File: src/rtl/axis_frame_bridge.sv
// axis_frame_bridge
//   Bridges an AXI-Stream source (DMA) to a compute core and back. One input
//   frame of IN_DATA_NUM beats is captured into a local input buffer, the core
//   is started, and once it reports done the OUT_DATA_NUM result beats it wrote
//   into the output buffer are streamed out with AXIS-compliant m_last.
//   Malformed input frames (s_last too early or missing) are dropped and flagged.
//
// Ports
//   clk, rst        rising-edge clock, synchronous active-high reset
//   s_data/s_valid/s_last/s_ready   slave stream (input frames)
//   m_data/m_valid/m_last/m_ready   master stream (result frames)
//   core_start      one-cycle pulse: input buffer holds a complete frame
//   core_done       core finished writing the output buffer (sampled in WAIT)
//   core_in_adr     core read address into the input buffer
//   core_in_data    input buffer word at core_in_adr (combinational)
//   core_out_adr/core_out_data/core_out_wr   core write port into output buffer
//   err_frame       one-cycle pulse on a framing error
//   frame_cnt       completed output frames (wraps)
//   err_cnt         framing errors (saturates)
module axis_frame_bridge #(
    parameter int DATA_WIDTH   = 32,
    parameter int IN_DATA_NUM  = 8,
    parameter int OUT_DATA_NUM = 4,
    parameter int CNT_WIDTH    = 16,
    localparam int IA = (IN_DATA_NUM  > 1) ? $clog2(IN_DATA_NUM)  : 1,
    localparam int OA = (OUT_DATA_NUM > 1) ? $clog2(OUT_DATA_NUM) : 1
) (
    input  logic                  clk,
    input  logic                  rst,
    input  logic [DATA_WIDTH-1:0] s_data,
    input  logic                  s_valid,
    input  logic                  s_last,
    output logic                  s_ready,
    output logic [DATA_WIDTH-1:0] m_data,
    output logic                  m_valid,
    output logic                  m_last,
    input  logic                  m_ready,
    output logic                  core_start,
    input  logic                  core_done,
    input  logic [IA-1:0]         core_in_adr,
    output logic [DATA_WIDTH-1:0] core_in_data,
    input  logic [OA-1:0]         core_out_adr,
    input  logic [DATA_WIDTH-1:0] core_out_data,
    input  logic                  core_out_wr,
    output logic                  err_frame,
    output logic [CNT_WIDTH-1:0]  frame_cnt,
    output logic [CNT_WIDTH-1:0]  err_cnt
);

    localparam logic [IA-1:0]        IN_LAST  = IA'(IN_DATA_NUM - 1);
    localparam logic [OA-1:0]        OUT_LAST = OA'(OUT_DATA_NUM - 1);
    localparam logic [IA-1:0]        IN_ONE   = IA'(1);
    localparam logic [OA-1:0]        OUT_ONE  = OA'(1);
    localparam logic [CNT_WIDTH-1:0] CNT_ONE  = CNT_WIDTH'(1);

    typedef enum logic [2:0] {
        ST_IDLE,
        ST_SLAVE,
        ST_DRAIN,
        ST_START,
        ST_WAIT,
        ST_MASTER
    } state_t;

    state_t                 state_reg;
    logic                   s_ready_reg;
    logic                   m_valid_reg;
    logic                   m_last_reg;
    logic                   core_start_reg;
    logic                   err_frame_reg;
    logic [IA-1:0]          in_cnt_reg;
    logic [OA-1:0]          out_cnt_reg;
    logic [CNT_WIDTH-1:0]   frame_cnt_reg;
    logic [CNT_WIDTH-1:0]   err_cnt_reg;

    logic [DATA_WIDTH-1:0]  in_buf  [IN_DATA_NUM];
    logic [DATA_WIDTH-1:0]  out_buf [OUT_DATA_NUM];

    logic s_accept;
    logic m_accept;

    // s_ready is only ever high in SLAVE/DRAIN and m_valid only in MASTER,
    // so these handshakes already imply the owning state.
    assign s_accept = s_valid & s_ready_reg;
    assign m_accept = m_valid_reg & m_ready;

    function automatic logic [CNT_WIDTH-1:0] sat_inc(input logic [CNT_WIDTH-1:0] v);
        return (v == '1) ? v : v + CNT_ONE;
    endfunction

    always_ff @(posedge clk) begin
        if (rst) begin
            state_reg      <= ST_IDLE;
            s_ready_reg    <= 1'b0;
            m_valid_reg    <= 1'b0;
            m_last_reg     <= 1'b0;
            core_start_reg <= 1'b0;
            err_frame_reg  <= 1'b0;
            in_cnt_reg     <= '0;
            out_cnt_reg    <= '0;
            frame_cnt_reg  <= '0;
            err_cnt_reg    <= '0;
        end else begin
            // Pulse outputs default low; set only on the cycle they fire.
            core_start_reg <= 1'b0;
            err_frame_reg  <= 1'b0;
            case (state_reg)
                ST_IDLE: begin
                    in_cnt_reg  <= '0;
                    out_cnt_reg <= '0;
                    s_ready_reg <= 1'b1;
                    state_reg   <= ST_SLAVE;
                end
                ST_SLAVE: begin
                    if (s_accept) begin
                        if (s_last) begin
                            in_cnt_reg <= '0;
                            if (in_cnt_reg == IN_LAST) begin
                                // core_start is raised here so it is high for
                                // exactly the single START cycle.
                                core_start_reg <= 1'b1;
                                s_ready_reg    <= 1'b0;
                                state_reg      <= ST_START;
                            end else begin
                                // Short frame: drop it and restart capture.
                                err_frame_reg <= 1'b1;
                                err_cnt_reg   <= sat_inc(err_cnt_reg);
                            end
                        end else if (in_cnt_reg == IN_LAST) begin
                            // Long frame: discard the remainder up to s_last.
                            err_frame_reg <= 1'b1;
                            err_cnt_reg   <= sat_inc(err_cnt_reg);
                            in_cnt_reg    <= '0;
                            state_reg     <= ST_DRAIN;
                        end else begin
                            in_cnt_reg <= in_cnt_reg + IN_ONE;
                        end
                    end
                end
                ST_DRAIN: begin
                    if (s_accept && s_last) begin
                        in_cnt_reg <= '0;
                        state_reg  <= ST_SLAVE;
                    end
                end
                ST_START: begin
                    out_cnt_reg <= '0;
                    state_reg   <= ST_WAIT;
                end
                ST_WAIT: begin
                    if (core_done) begin
                        m_valid_reg <= 1'b1;
                        m_last_reg  <= (OUT_LAST == '0);
                        state_reg   <= ST_MASTER;
                    end
                end
                ST_MASTER: begin
                    if (m_accept) begin
                        if (out_cnt_reg == OUT_LAST) begin
                            m_valid_reg   <= 1'b0;
                            m_last_reg    <= 1'b0;
                            frame_cnt_reg <= frame_cnt_reg + CNT_ONE;
                            in_cnt_reg    <= '0;
                            s_ready_reg   <= 1'b1;
                            state_reg     <= ST_SLAVE;
                        end else begin
                            out_cnt_reg <= out_cnt_reg + OUT_ONE;
                            m_last_reg  <= ((out_cnt_reg + OUT_ONE) == OUT_LAST);
                        end
                    end
                end
                default: begin
                    state_reg <= ST_IDLE;
                end
            endcase
        end
    end

    // Buffers are never cleared; they only change on an accepted input beat
    // (input side) or on a core write while the core owns them (output side).
    always_ff @(posedge clk) begin
        if (!rst && state_reg == ST_SLAVE && s_accept) begin
            in_buf[in_cnt_reg] <= s_data;
        end
    end

    always_ff @(posedge clk) begin
        if (!rst && state_reg == ST_WAIT && core_out_wr) begin
            out_buf[core_out_adr] <= core_out_data;
        end
    end

    // The output buffer is frozen outside WAIT, so reading it through out_cnt
    // keeps m_data stable across a stall without an extra holding register.
    assign m_data       = m_valid_reg ? out_buf[out_cnt_reg] : '0;
    assign core_in_data = in_buf[core_in_adr];

    assign s_ready    = s_ready_reg;
    assign m_valid    = m_valid_reg;
    assign m_last     = m_last_reg;
    assign core_start = core_start_reg;
    assign err_frame  = err_frame_reg;
    assign frame_cnt  = frame_cnt_reg;
    assign err_cnt    = err_cnt_reg;

endmodule

File: config.mk
export PLATFORM = sky130hd
export DESIGN_NAME = axis_frame_bridge
export DESIGN_NICKNAME = d
export VERILOG_FILES = /design/src/rtl/axis_frame_bridge.sv
export SDC_FILE = /design/constraint.sdc
export NUM_CORES = 1
export LEC_CHECK = 0
export BUFFER_PORTS_ARGS = -buffer_cell sky130_fd_sc_hd__buf_2
export CAP_MARGIN = 40
export CORE_ASPECT_RATIO = 1.5
export CORE_UTILIZATION = 30
export CTS_CLUSTER_SIZE = 30
export DETAILED_ROUTE_END_ITERATION = 7
export GPL_TIMING_DRIVEN = 0
export PLACE_DENSITY = 0.51
export SYNTH_ARGS = -nofsm -noshare
export SYNTH_HDL_FRONTEND = slang
export SYNTH_SLANG_ARGS = --single-unit
File: constraint.sdc
create_clock -name clk -period 8.8 [get_ports clk]
set_input_delay 1.32 -clock clk [delete_from_list [all_inputs] [get_ports clk]]
set_output_delay 1.32 -clock clk [all_outputs]
set_load 0.005 [all_outputs]
==> flow_metrics.tcl <==
set metrics [dict create \
    via_count 8966 \
    htreeDepth 2 \
    ant_nets 0 \
    syn2layout_area_growth_pct 21.41 \
    outcome "finished, final reports clean" \
    cts_tree "yes" \
    cp_data_arrival_time_ps 3350 \
    rrSetupSlack_ps 5500 \
    row_count 106 \
    hold_viol_final 0 \
    fin_crit_sh 0.5312 \
    regMostFlops "in_buf" \
    avgSynthCellArea_um2 19.21 \
    finClkSkew_ps 22.00 \
    netlist_instances 884 \
    largest_register_ffs 256 \
    reg.largest.list "in_buf (256), out_buf (128)" \
    crit_top_cell "buf_2" \
    start_util 0.3041 \
    yosysUniqueCellTypes 54 \
    cap_violations 0 \
    drt_wl_total_um 38870 \
    die-height_um 293.4 \
    cts_hold_buf 0 \
    track_usage 0.1373 \
    grt_pass1_vias 9701 \
    grt_setup_unrepaired "no" \
    diodes 0 \
    hpwl_um 26510 \
    synth_warnings 0 \
    fin_util 0.3692 \
    vdd_ir_drop_max_uv 177.0 \
    via_per_inst 4.680 \
    nNetsFinal 1211 \
    final.setup.tns_ps 0 \
    first_pass_iters 4 \
    dieWidth_um 196.2 \
    slew_viol_final 0 \
    fin_total_pwr_uw 4393 \
    critPathRequiredTime_ps 7480 \
    clk_root_buffer_cell "clkbuf_16" \
    syn_area_mm2 0.01698 \
    cp-start-kind "primary input" \
    finalCriticalPeriod_ps 4675 \
    routabilityCongestion 0.7806 \
    layout-drive-gt1-share 0.3716 \
    clock_path_buffers 3 \
    grt.overflow.total 0 \
    fill_cells 5247 \
    power_density_mw_per_mm2 213.1 \
    cts_buffers 43 \
    worst_pin_slew_ps 839.9 \
    worstSkewPairLatency_ps 570 \
    worst_setup_path_end_kind "output pin" \
    wl_per_cell_um 20.29 \
    io_pins 177 \
    path_cells "clkbuf_1 -> buf_2 -> mux4_2 -> mux2_2 -> buf_2" \
    port_buffers 173 \
    final_cell_mix "edfxtp_1 (384), buf_2 (185), mux4_2 (96)" \
    cp_max_fo 10 \
    ys_ff_latch 431 \
    drc 0 \
    finalSetupViolCount 0 \
    clock.fmax_mhz 213.9 \
    core_mm2 0.05584 \
    cts-resized-gates 0 \
    grt_pass1_wl_um 59310 \
    relSlewSlack 0.4401 \
    synth_async_sr_flop_share 0 \
    slowest_stage "mux4_2" \
    antenna_found_initial 1 \
    dieArea_mm2 0.05757 \
    cpPeakStageDelay_ps 570 \
    clk_pin_slew_ps 70 \
    grt_start_max_net_pins 24 \
    final_cells 1916 \
    fin_hold_ws_ps 498.7 \
    dr.first_iter.drc_count 376 \
    leakage_uw 0.006836 \
    cts.sinks 431 \
    mostFrequentLayoutCell "edfxtp_1" \
    synth.net_count 968 \
    post_cts_buffers 0 \
    critical_path_class "primary input to output pin" \
    ys_seq_area_frac 0.7346 \
    synth_edf_count 384 \
    ys.flop_type "edfxtp_1" \
    dp_cells 1838 \
    hp-class "flop to flop" \
]
==> synth_stat cells (2+ instances only) <==
master,n,area [um^2]
xor2_1,2,17.52
buf_1,4,15.01
inv_1,10,37.54
or4_1,12,90.09
xnor2_1,4,35.03
mux2_2,42,473.0
clkbuf_1,25,93.84
and3_1,3,18.77
a211oi_1,3,22.52
nor2b_1,10,62.56
dfxtp_1,47,940.9
nand2_1,22,82.58
o211ai_1,2,15.01
or3_1,6,37.54
edfxtp_1,384,11530
nor3_1,8,40.04
a21oi_1,26,130.1
buf_2,12,60.06
ha_1,8,100.1
and4_1,4,35.03
o21ai_0,11,55.05
nand3_1,14,70.07
nor2_1,30,112.6
nand2b_1,9,56.30
a2111oi_0,2,17.52
mux4_2,96,2162
nand4_1,9,56.30
o31ai_1,10,75.07
and2_1,34,212.7
nor4_1,6,37.54
mux2i_1,6,60.06
==> cell type report <==
type	count	area (um^2)	share of cell area
buffer	43	187.7	0.009105
multi-input combinational	399	4358	0.2114
clock inverter	23	265.3	0.01287
tap	756	945.9	0.04589
clock buffer	55	1164	0.05645
inverter	11	41.29	0.002003
sequential	431	12470	0.6050
timing repair buffer	198	1180	0.05724
==> metal layers <==
metal,wire (um),global-route usage,part of all wire
met5,9,0,0.00023
met4,1001,0.04306,0.026
met3,2170,0.03581,0.056
met2,20660,0.2517,0.53
met1,15030,0.1540,0.39
==> worst max-delay path, delay by kind of cell <==
kind / cells / cell delay, ps
muxes: 2 / 860
buffers and inverters: 3 / 1150
==> power by group <==
group	internal [uW]	total (uW)	switching (uW)
logic	119	279	161
clock network	1070	1860	793
registers	2240	2250	8.62
total	3430	4390	962
==> through the flow <==
stage,cell area (um^2),setup WS [ps]
3_5_place_dp,19180,4036
4_1_cts,20610,4019
3_3_place_gp,18790,1159
5_1_grt,20610,3959
2_1_floorplan,16980,4216
6_report,20610,4125
==> path summary, 6_finish.rpt <==
kind,startpoint,to,cells past startpoint
setup / recovery,core_in_adr[0],core_in_data[13],5
hold / removal,frame_cnt[13],frame_cnt[13],2
setup reg to reg,state_reg[2],in_buf[0][23],8
hold reg to reg,frame_cnt[13],frame_cnt[13],2
==> logic make-up after synthesis <==
logic type / count (synthesis) / share of synthesized area
xor+xnor: 6 / 0.003095
flops: 431 / 0.7346
simple gates: 176 / 0.06013
buf+inv: 54 / 0.01349
compound gates: 65 / 0.02410
mux: 144 / 0.1587
fa+ha+maj: 8 / 0.005896
Note: power is estimated with default switching activity, not from simulation.
